==> src/rtl/iccm_dump_tx.sv <==
`default_nettype none
// ==========================================================================
// Module : iccm_dump_tx
// Reads a run of ICCM words and streams each as four little-endian 8N1
// bytes on tx_o. Define ICCM_DUMP_CHECKSUM_EN to append an XOR checksum byte.
// Rev    : 1.0
// ==========================================================================
module iccm_dump_tx #(
  parameter int ADDR_WIDTH = 12,
  parameter int CNT_WIDTH  = ADDR_WIDTH + 1
) (
  input  logic                  clk_i,
  input  logic                  rst_i,
  input  logic                  start_i,
  input  logic [ADDR_WIDTH-1:0] start_addr_i,
  input  logic [CNT_WIDTH-1:0]  word_cnt_i,
  input  logic [15:0]           clks_per_bit_i,
  output logic                  rd_en_o,
  output logic [ADDR_WIDTH-1:0] rd_addr_o,
  input  logic [31:0]           rd_data_i,
  output logic                  tx_o,
  output logic                  busy_o,
  output logic                  done_o
);

  typedef enum logic [2:0] {
    S_IDLE  = 3'd0,
    S_READ  = 3'd1,
    S_CAPT  = 3'd2,
    S_START = 3'd3,
    S_DATA  = 3'd4,
    S_STOP  = 3'd5,
`ifdef ICCM_DUMP_CHECKSUM_EN
    S_CSUM  = 3'd6,
`endif
    S_DONE  = 3'd7
  } state_t;

  state_t                state_q, state_d;
  logic [ADDR_WIDTH-1:0] addr_q, addr_d;
  logic [CNT_WIDTH-1:0]  cnt_q, cnt_d;
  logic [15:0]           cpb_q, cpb_d;
  logic [15:0]           tmr_q, tmr_d;
  logic [3:0]            bit_q, bit_d;
  logic [1:0]            idx_q, idx_d;
  logic [31:0]           word_q, word_d;
  logic                  bit_end;
  logic [15:0]           tmr_next;

`ifdef ICCM_DUMP_CHECKSUM_EN
  logic [7:0]            csum_q, csum_d;
  logic [2:0]            csum_sel;
  assign csum_sel = 3'(bit_q - 4'd1);
`endif

  // cpb_q is never 0, so the subtraction cannot wrap.
  assign bit_end   = (tmr_q == cpb_q - 16'd1);
  assign tmr_next  = bit_end ? 16'd0 : tmr_q + 16'd1;
  assign rd_addr_o = addr_q;

  always_comb begin
    state_d = state_q;
    addr_d  = addr_q;
    cnt_d   = cnt_q;
    cpb_d   = cpb_q;
    tmr_d   = 16'd0;
    bit_d   = bit_q;
    idx_d   = idx_q;
    word_d  = word_q;
`ifdef ICCM_DUMP_CHECKSUM_EN
    csum_d  = csum_q;
`endif
    rd_en_o = 1'b0;
    tx_o    = 1'b1;
    busy_o  = 1'b1;
    done_o  = 1'b0;

    case (state_q)
      S_IDLE: begin
        busy_o = 1'b0;
        if (start_i) begin
          addr_d  = start_addr_i;
          cnt_d   = word_cnt_i;
          cpb_d   = (clks_per_bit_i == 16'd0) ? 16'd1 : clks_per_bit_i;
`ifdef ICCM_DUMP_CHECKSUM_EN
          csum_d  = 8'h00;
`endif
          state_d = (word_cnt_i == '0) ? S_DONE : S_READ;
        end
      end
      S_READ: begin
        rd_en_o = 1'b1;
        state_d = S_CAPT;
      end
      S_CAPT: begin
        word_d  = rd_data_i;
        idx_d   = 2'd0;
`ifdef ICCM_DUMP_CHECKSUM_EN
        csum_d  = csum_q ^ rd_data_i[7:0] ^ rd_data_i[15:8]
                         ^ rd_data_i[23:16] ^ rd_data_i[31:24];
`endif
        state_d = S_START;
      end
      S_START: begin
        tx_o  = 1'b0;
        tmr_d = tmr_next;
        if (bit_end) begin
          bit_d   = 4'd0;
          state_d = S_DATA;
        end
      end
      S_DATA: begin
        tx_o  = word_q[bit_q[2:0]];
        tmr_d = tmr_next;
        if (bit_end) begin
          if (bit_q == 4'd7) state_d = S_STOP;
          else               bit_d   = bit_q + 4'd1;
        end
      end
      S_STOP: begin
        tmr_d = tmr_next;
        if (bit_end) begin
          if (idx_q != 2'd3) begin
            word_d  = {8'h00, word_q[31:8]};
            idx_d   = idx_q + 2'd1;
            state_d = S_START;
          end else if (cnt_q > CNT_WIDTH'(1)) begin
            addr_d  = addr_q + ADDR_WIDTH'(1);
            cnt_d   = cnt_q - CNT_WIDTH'(1);
            state_d = S_READ;
          end else begin
`ifdef ICCM_DUMP_CHECKSUM_EN
            bit_d   = 4'd0;
            state_d = S_CSUM;
`else
            state_d = S_DONE;
`endif
          end
        end
      end
`ifdef ICCM_DUMP_CHECKSUM_EN
      // Whole checksum frame lives here: slot 0 start, 1..8 data, 9 stop.
      S_CSUM: begin
        if (bit_q == 4'd0)      tx_o = 1'b0;
        else if (bit_q == 4'd9) tx_o = 1'b1;
        else                    tx_o = csum_q[csum_sel];
        tmr_d = tmr_next;
        if (bit_end) begin
          if (bit_q == 4'd9) state_d = S_DONE;
          else               bit_d   = bit_q + 4'd1;
        end
      end
`endif
      S_DONE: begin
        busy_o  = 1'b0;
        done_o  = 1'b1;
        state_d = S_IDLE;
      end
      default: state_d = S_IDLE;
    endcase
  end

  always_ff @(posedge clk_i or posedge rst_i) begin
    if (rst_i) begin
      state_q <= S_IDLE;
      addr_q  <= '0;
      cnt_q   <= '0;
      cpb_q   <= 16'd1;
      tmr_q   <= 16'd0;
      bit_q   <= 4'd0;
      idx_q   <= 2'd0;
      word_q  <= 32'd0;
    end else begin
      state_q <= state_d;
      addr_q  <= addr_d;
      cnt_q   <= cnt_d;
      cpb_q   <= cpb_d;
      tmr_q   <= tmr_d;
      bit_q   <= bit_d;
      idx_q   <= idx_d;
      word_q  <= word_d;
    end
  end

`ifdef ICCM_DUMP_CHECKSUM_EN
  always_ff @(posedge clk_i or posedge rst_i) begin
    if (rst_i) csum_q <= 8'h00;
    else       csum_q <= csum_d;
  end
`endif

endmodule
`default_nettype wire

==> config.mk <==
export PLATFORM = sky130hd
export DESIGN_NAME = iccm_dump_tx
export DESIGN_NICKNAME = d
export VERILOG_FILES = /design/src/rtl/iccm_dump_tx.sv
export SDC_FILE = /design/constraint.sdc
export NUM_CORES = 1
export LEC_CHECK = 0
export ABC_AREA = 1
export ABC_CLOCK_PERIOD_IN_PS = 2800
export CAP_MARGIN = 30
export CORE_ASPECT_RATIO = 1.1
export CORE_MARGIN = 1.5
export CORE_UTILIZATION = 35
export CTS_BUF_LIST = sky130_fd_sc_hd__clkbuf_16
export DETAILED_ROUTE_END_ITERATION = 10
export PLACE_DENSITY_LB_ADDON = 0.2
export SETUP_SLACK_MARGIN = 0.3
export SYNTH_ARGS = -nofsm -noshare
export SYNTH_HDL_FRONTEND = slang
export SYNTH_SLANG_ARGS = --single-unit
==> constraint.sdc <==
create_clock -name clk_i -period 2.8 [get_ports clk_i]
set_input_delay 0.28 -clock clk_i [delete_from_list [all_inputs] [get_ports clk_i]]
set_output_delay 0.28 -clock clk_i [all_outputs]
set_load 0.01 [all_outputs]
Word-level counts from Yosys, hierarchy flattened
Cells that the tools add are included.
- word-level logic and storage cells: 85
- input bits: 76
- flip-flop bits (word level): 98
- muxes and demuxes: 38
- equality and inequality tests: 18
- $lt $le $gt $ge: 2
- add/subtract/negate cells: 6
- reduce and logical (&&, ||, !) cells: 13
- operator list (kind ; number):
    $mux 32 ; 2
    $pmux 32 s2 ; 1
    $mux 13 ; 4
    $mux 12 ; 4
    $mux 16 ; 3
    $pmux 13 s2 ; 1
    $mux 3 ; 8
    $pmux 12 s2 ; 1
    $ne 2x2->1 const B ; 10
    $pmux 3 s6 ; 1
    $add 16x1->16 const B ; 1
    $eq 16x16->1 ; 1
    $logic_not 16->1 ; 1
    $sub 16x1->16 const B ; 1
    $gt 13x1->1 const B ; 1
    $logic_not 13->1 ; 1
    $sub 13x1->13 const B ; 1
    $add 12x1->12 const B ; 1
    $mux 4 ; 3
    $reduce_and 5->1 ; 2
    $eq 3x3->1 const B ; 3
    $pmux 4 s2 ; 1
    $eq 3x2->1 const B ; 2
    $lt 3x6->1 const B ; 1
    other kinds (16) ; 22

Logic depth before layout (Yosys ltp)
- depth after elaboration: 5
- gate-level depth with buffers: 18
- depth with buffers taken out: 16

Worst setup path after synthesis
No wires, ideal clock.
- kind: register to register
- start point: register cpb_q[0]
- end point: register addr_q[0] (netlist: rd_addr_o[0])
- arrival time: 2.097 ns
- stages on the path, launching flop included: 15
- slack: 0.580 ns
- data required time: 2.677 ns
- path buffers: 2
- period minus slack after synthesis: 2.220 ns
- path through: dfstp_2 inv_2 ha_1 nand2_1 inv_1 nor3_1 nand3_1 nor3_2 nand2_2 nand2_4 nand2_2 buf_6 buf_6 nand2_1 o21ai_2
- word-level cells in the longest chain between the ends: 4
- ends and longest elaborated chain (item ; RTL line ; RTL):
    start: declaration ; 42 ; logic [15:0] cpb_q, cpb_d;
    start signal: assignment ; 177 ; cpb_q <= cpb_d;
    $sub 16x1->16 ; 57 ; assign bit_end = (tmr_q == cpb_q - 16'd1);
    $eq 16x16->1 ; 57 ;
    $ne 2x2->1 (no line) ; n/a ;
    $reduce_and 5->1 (no line) ; n/a ;
    end signal: assignment ; 175 ; addr_q <= addr_d;
    end: declaration ; 40 ; logic [ADDR_WIDTH-1:0] addr_q, addr_d;
No other way between the ends.
A chain may end at the register's enable or synchronous reset.

Final worst setup path
- start point: register state_q[2]
- end point: output port tx_o
- word-level cells in the longest chain between the ends: 2
- elaborated cells on any way between the ends: 3
- those cells by class: 2 x eq/ne; 1 x mux
- ends and longest elaborated chain (item ; RTL line ; RTL):
    start: declaration ; 39 ; state_t state_q, state_d;
    start signal: assignment ; 174 ; state_q <= state_d;
    $eq 3x3->1 or $eq 3x2->1 (tied branches) ; 78 ; case (state_q)
    $pmux 1 s2 * ; 78 ;
    end: declaration ; 21 ; output logic tx_o,
Every way passes the cells marked *; elsewhere a longest branch is shown, timed or not.

==> results.tsv <==
metric	value	unit
outcome	completed	
finClkSkew	0.00999	ns
drv.max_cap_violation_count	0	
placement_rows	49	
ys_top_cells_by_area	dfrtp_1 42%, nand2_1 14%, mux2i_1 6.5%	
crit_start	state_q[2]	
synth_top_area_cell	dfrtp_1	
cp_max_fo	6	
synth_seq_area_share	42.0	%
final_tns_setup	0	ns
timing.critical_path.buf_inv	4	
hold_path_class	in -> async	
yosysWarnings	0	
cts_buffer_count	9	
finalNetCount	926	
fin_crit	2.37	ns
finalWorstSetupSlack	0.434	ns
initial_core_util	35.7	%
cp_cell_sequence	inv_2 -> nor2_2 -> inv_2 -> nor2_1 -> buf_4 -> o211ai_1 -> nand2_1 -> clkdlybuf4s50_1	
cp-end-kind	output pin	
gpl.final_weighted_congestion	0.864	
finalSetupViolations	0	
placeableCoreArea	16400	sq um
timing_worst_slew_pin_value	0.676	ns
max_root_sink_buffers	2	
multi_input_comb_area	3060	sq um
placedCellCount	1033	
synthDistinctLibCells	40	
buffer_ports.inserted	91	
hpwl	10.2	mm
die_h	138	um
syn_to_final_growth	26.0	%
antennaDiodeCount	0	
most_instantiated_library_cell_after_synthesis	nand2_1	
path_clk_slew	0.08	ns
layout.area.seq	2460	sq um
iter_0_drt_violations	228	
slew_headroom	54.9	%
layout_worst_path_cycle_share	84.5	%
synth_fp_nets	831	
avgViaCountPerCell	4.79	
fillers	1624	
postSynthAreaPerCell	7.81	sq um
firstDrtPassIters	4	
io_pins	92	
critical_path.startpoint_type	flop	
clockRootBuffer	clkbuf_16	
final_cells	1052	
final_hold_viol_count	0	
crit_required	2.52	ns
count_of_clock_tree_sinks	98	
synth_flop_cell	dfrtp_1	
p_leak	3.36	nW
worst_ep_arrival_time	2.09	ns
timing.reg2reg.worst_path_depth	13	
synthTopCellsByCount	222 x nand2_1, 97 x dfrtp_1, 71 x nor2_1, 51 x inv_1, 41 x nand3_1	
critical-path-top-cell-by-count	inv_2	
synth_area	5840	sq um
peakVddDrop	0.283	mV
grt_start_max_net_pins	61	
routed-via-count	5034	
synth_top_area_share	41.6	%
timing.hold.ws	0.295	ns
drt_drc_violations_left	0	
design.die.area	17500	sq um
grt_pass1_wl	23.3	mm
antenna_violations_before_repair	0	
number_of_max_slew_violations_in_the_final_report	0	
critical_path.slowest_cell	clkdlybuf4s50_1	
critical-path-top-delay-family	buffers and inverters	
grt_usage	16.6	%
synth.ff_latch_count	98	
dpl_worst_slack	0.280	ns
synth_edf_count	0	
r2r_start	cpb_q[0]	
drive_above_1_share	10.0	%
postSynthCellCount	748	
h-tree-depth	3	
die-width	126	um
grt_pass1_vias	4851	
cts_tree	built	
path_depth	8	
drt_wl_total	13.8	mm
cpPeakStageDelay	0.53	ns
worstSetupPathType	reg -> out	
powerDensity	394	nW/um^2
fmaxAchievable	423	MHz
postRouteAntennaNets	0	
drt-wirelength-per-cell	13.1	um
clock_insertion_delay_at_the_later_pin_of_the_skew_report	0.36	ns
setup_repair_after_global_routing_missed_its_margin	false	
overall_overflow_remaining_after_global_route	0	
async_flop_share	100	%
==> metal layers <==
metal / wire [um] / share of wire (%) / GRT usage [%]
met1: 6320 / 46 / 21.4
met2: 6660 / 48 / 27.6
met3: 509 / 3.7 / 2.94
met4: 309 / 2.2 / 6.84
met5: 0 / 0 / 0
==> sequential cells by signal, summed over array words and instances, names as in the netlist <==
register and flops:
cnt_q 13, state_q 3, word_q 32, bit_q 4, idx_q 2, rd_addr_o 12, tmr_q 16, cpb_q 16
==> cells in the final DEF (no fill, tap or decap), types with 3 or more instances in the layout <==
master,n
o21ai_1,36
ha_1,6
inv_6,3
nor3_1,10
xnor2_1,10
xor2_1,24
nor2_1,71
a21oi_1,6
buf_4,12
nand4_1,8
clkdlybuf4s50_1,91
o21ai_2,15
inv_1,50
nor4_1,7
buf_12,3
nand2_1,219
or2_2,3
inv_2,9
dfrtp_1,95
o21ai_0,31
nand3b_1,8
mux2i_1,38
nand2_2,8
inv_8,3
nor2_2,6
clkbuf_16,9
nand3_1,41
==> path summary, 6_finish.rpt <==
path	slack, ns	end
worst min register to register	0.47	word_q[27]
min in group clk_i	0.47	word_q[28]
worst max-delay path	0.43	tx_o
worst min-delay path	0.30	cnt_q[3]
worst max register to register	0.54	rd_addr_o[5]
max in group asynchronous	1.79	state_q[1]
==> final cells by class <==
| cell class | instances | area share, % |
|---|---|---|
| Multi-Input combinational cell | 568 | 41.6 |
| Sequential cell | 98 | 33.4 |
| Timing Repair Buffer | 106 | 14.4 |
| Tap cell | 204 | 3.47 |
| Inverter | 60 | 3.11 |
| Clock buffer | 9 | 3.06 |
| Clock inverter | 7 | 0.918 |
==> where the power goes <==
part | internal, mW | switching, mW
clock | 0.632 | 0.623
sequential | 1.44 | 0.0121
combinational | 0.120 | 0.0773
total | 2.19 | 0.713
==> cells by family (layout without fill, tap and decap cells) <==
group | count (synthesis) | in the layout | share of synthesized area (%)
simple gates | 391 | 391 | 29.0
flops | 98 | 98 | 42.0
compound gates | 97 | 97 | 9.70
buf+inv | 82 | 182 | 6.02
mux | 38 | 38 | 6.51
xor+xnor | 35 | 35 | 5.25
fa+ha+maj | 7 | 7 | 1.50
==> worst reg2reg max path: stages, from the launching register on <==
cell	delay [ns]
dfstp_2	0.55
inv_2	0.07
ha_2	0.20
nand2_2	0.13
nor2_2	0.08
xor2_2	0.16
nand3_1	0.11
nor3_2	0.22
nand2_2	0.11
nand2_4	0.10
nand2_2	0.07
buf_12	0.20
nand2_1	0.11
o21ai_2	0.05
==> per-stage QoR <==
stage	instance area (sq um)	util (%)	total power, mW
6_report	7360	44.9	2.90
5_1_grt	7360	44.9	3.03
4_1_cts	7290	44.5	2.95
3_5_place_dp	6990	42.7	1.68
3_3_place_gp	6990	42.7	1.68
2_1_floorplan	5840	-	1.54
==> what timing repair did <==
action / CTS / global route
pin swaps: 0 / 2
setup endpoints to repair: 49 / 81
hold buffers: 0 / 0
gates cloned: 0 / 0
gates resized for setup: 3 / 13
setup buffers: 0 / 3
No activity file was read; power rests on OpenSTA's default activity.
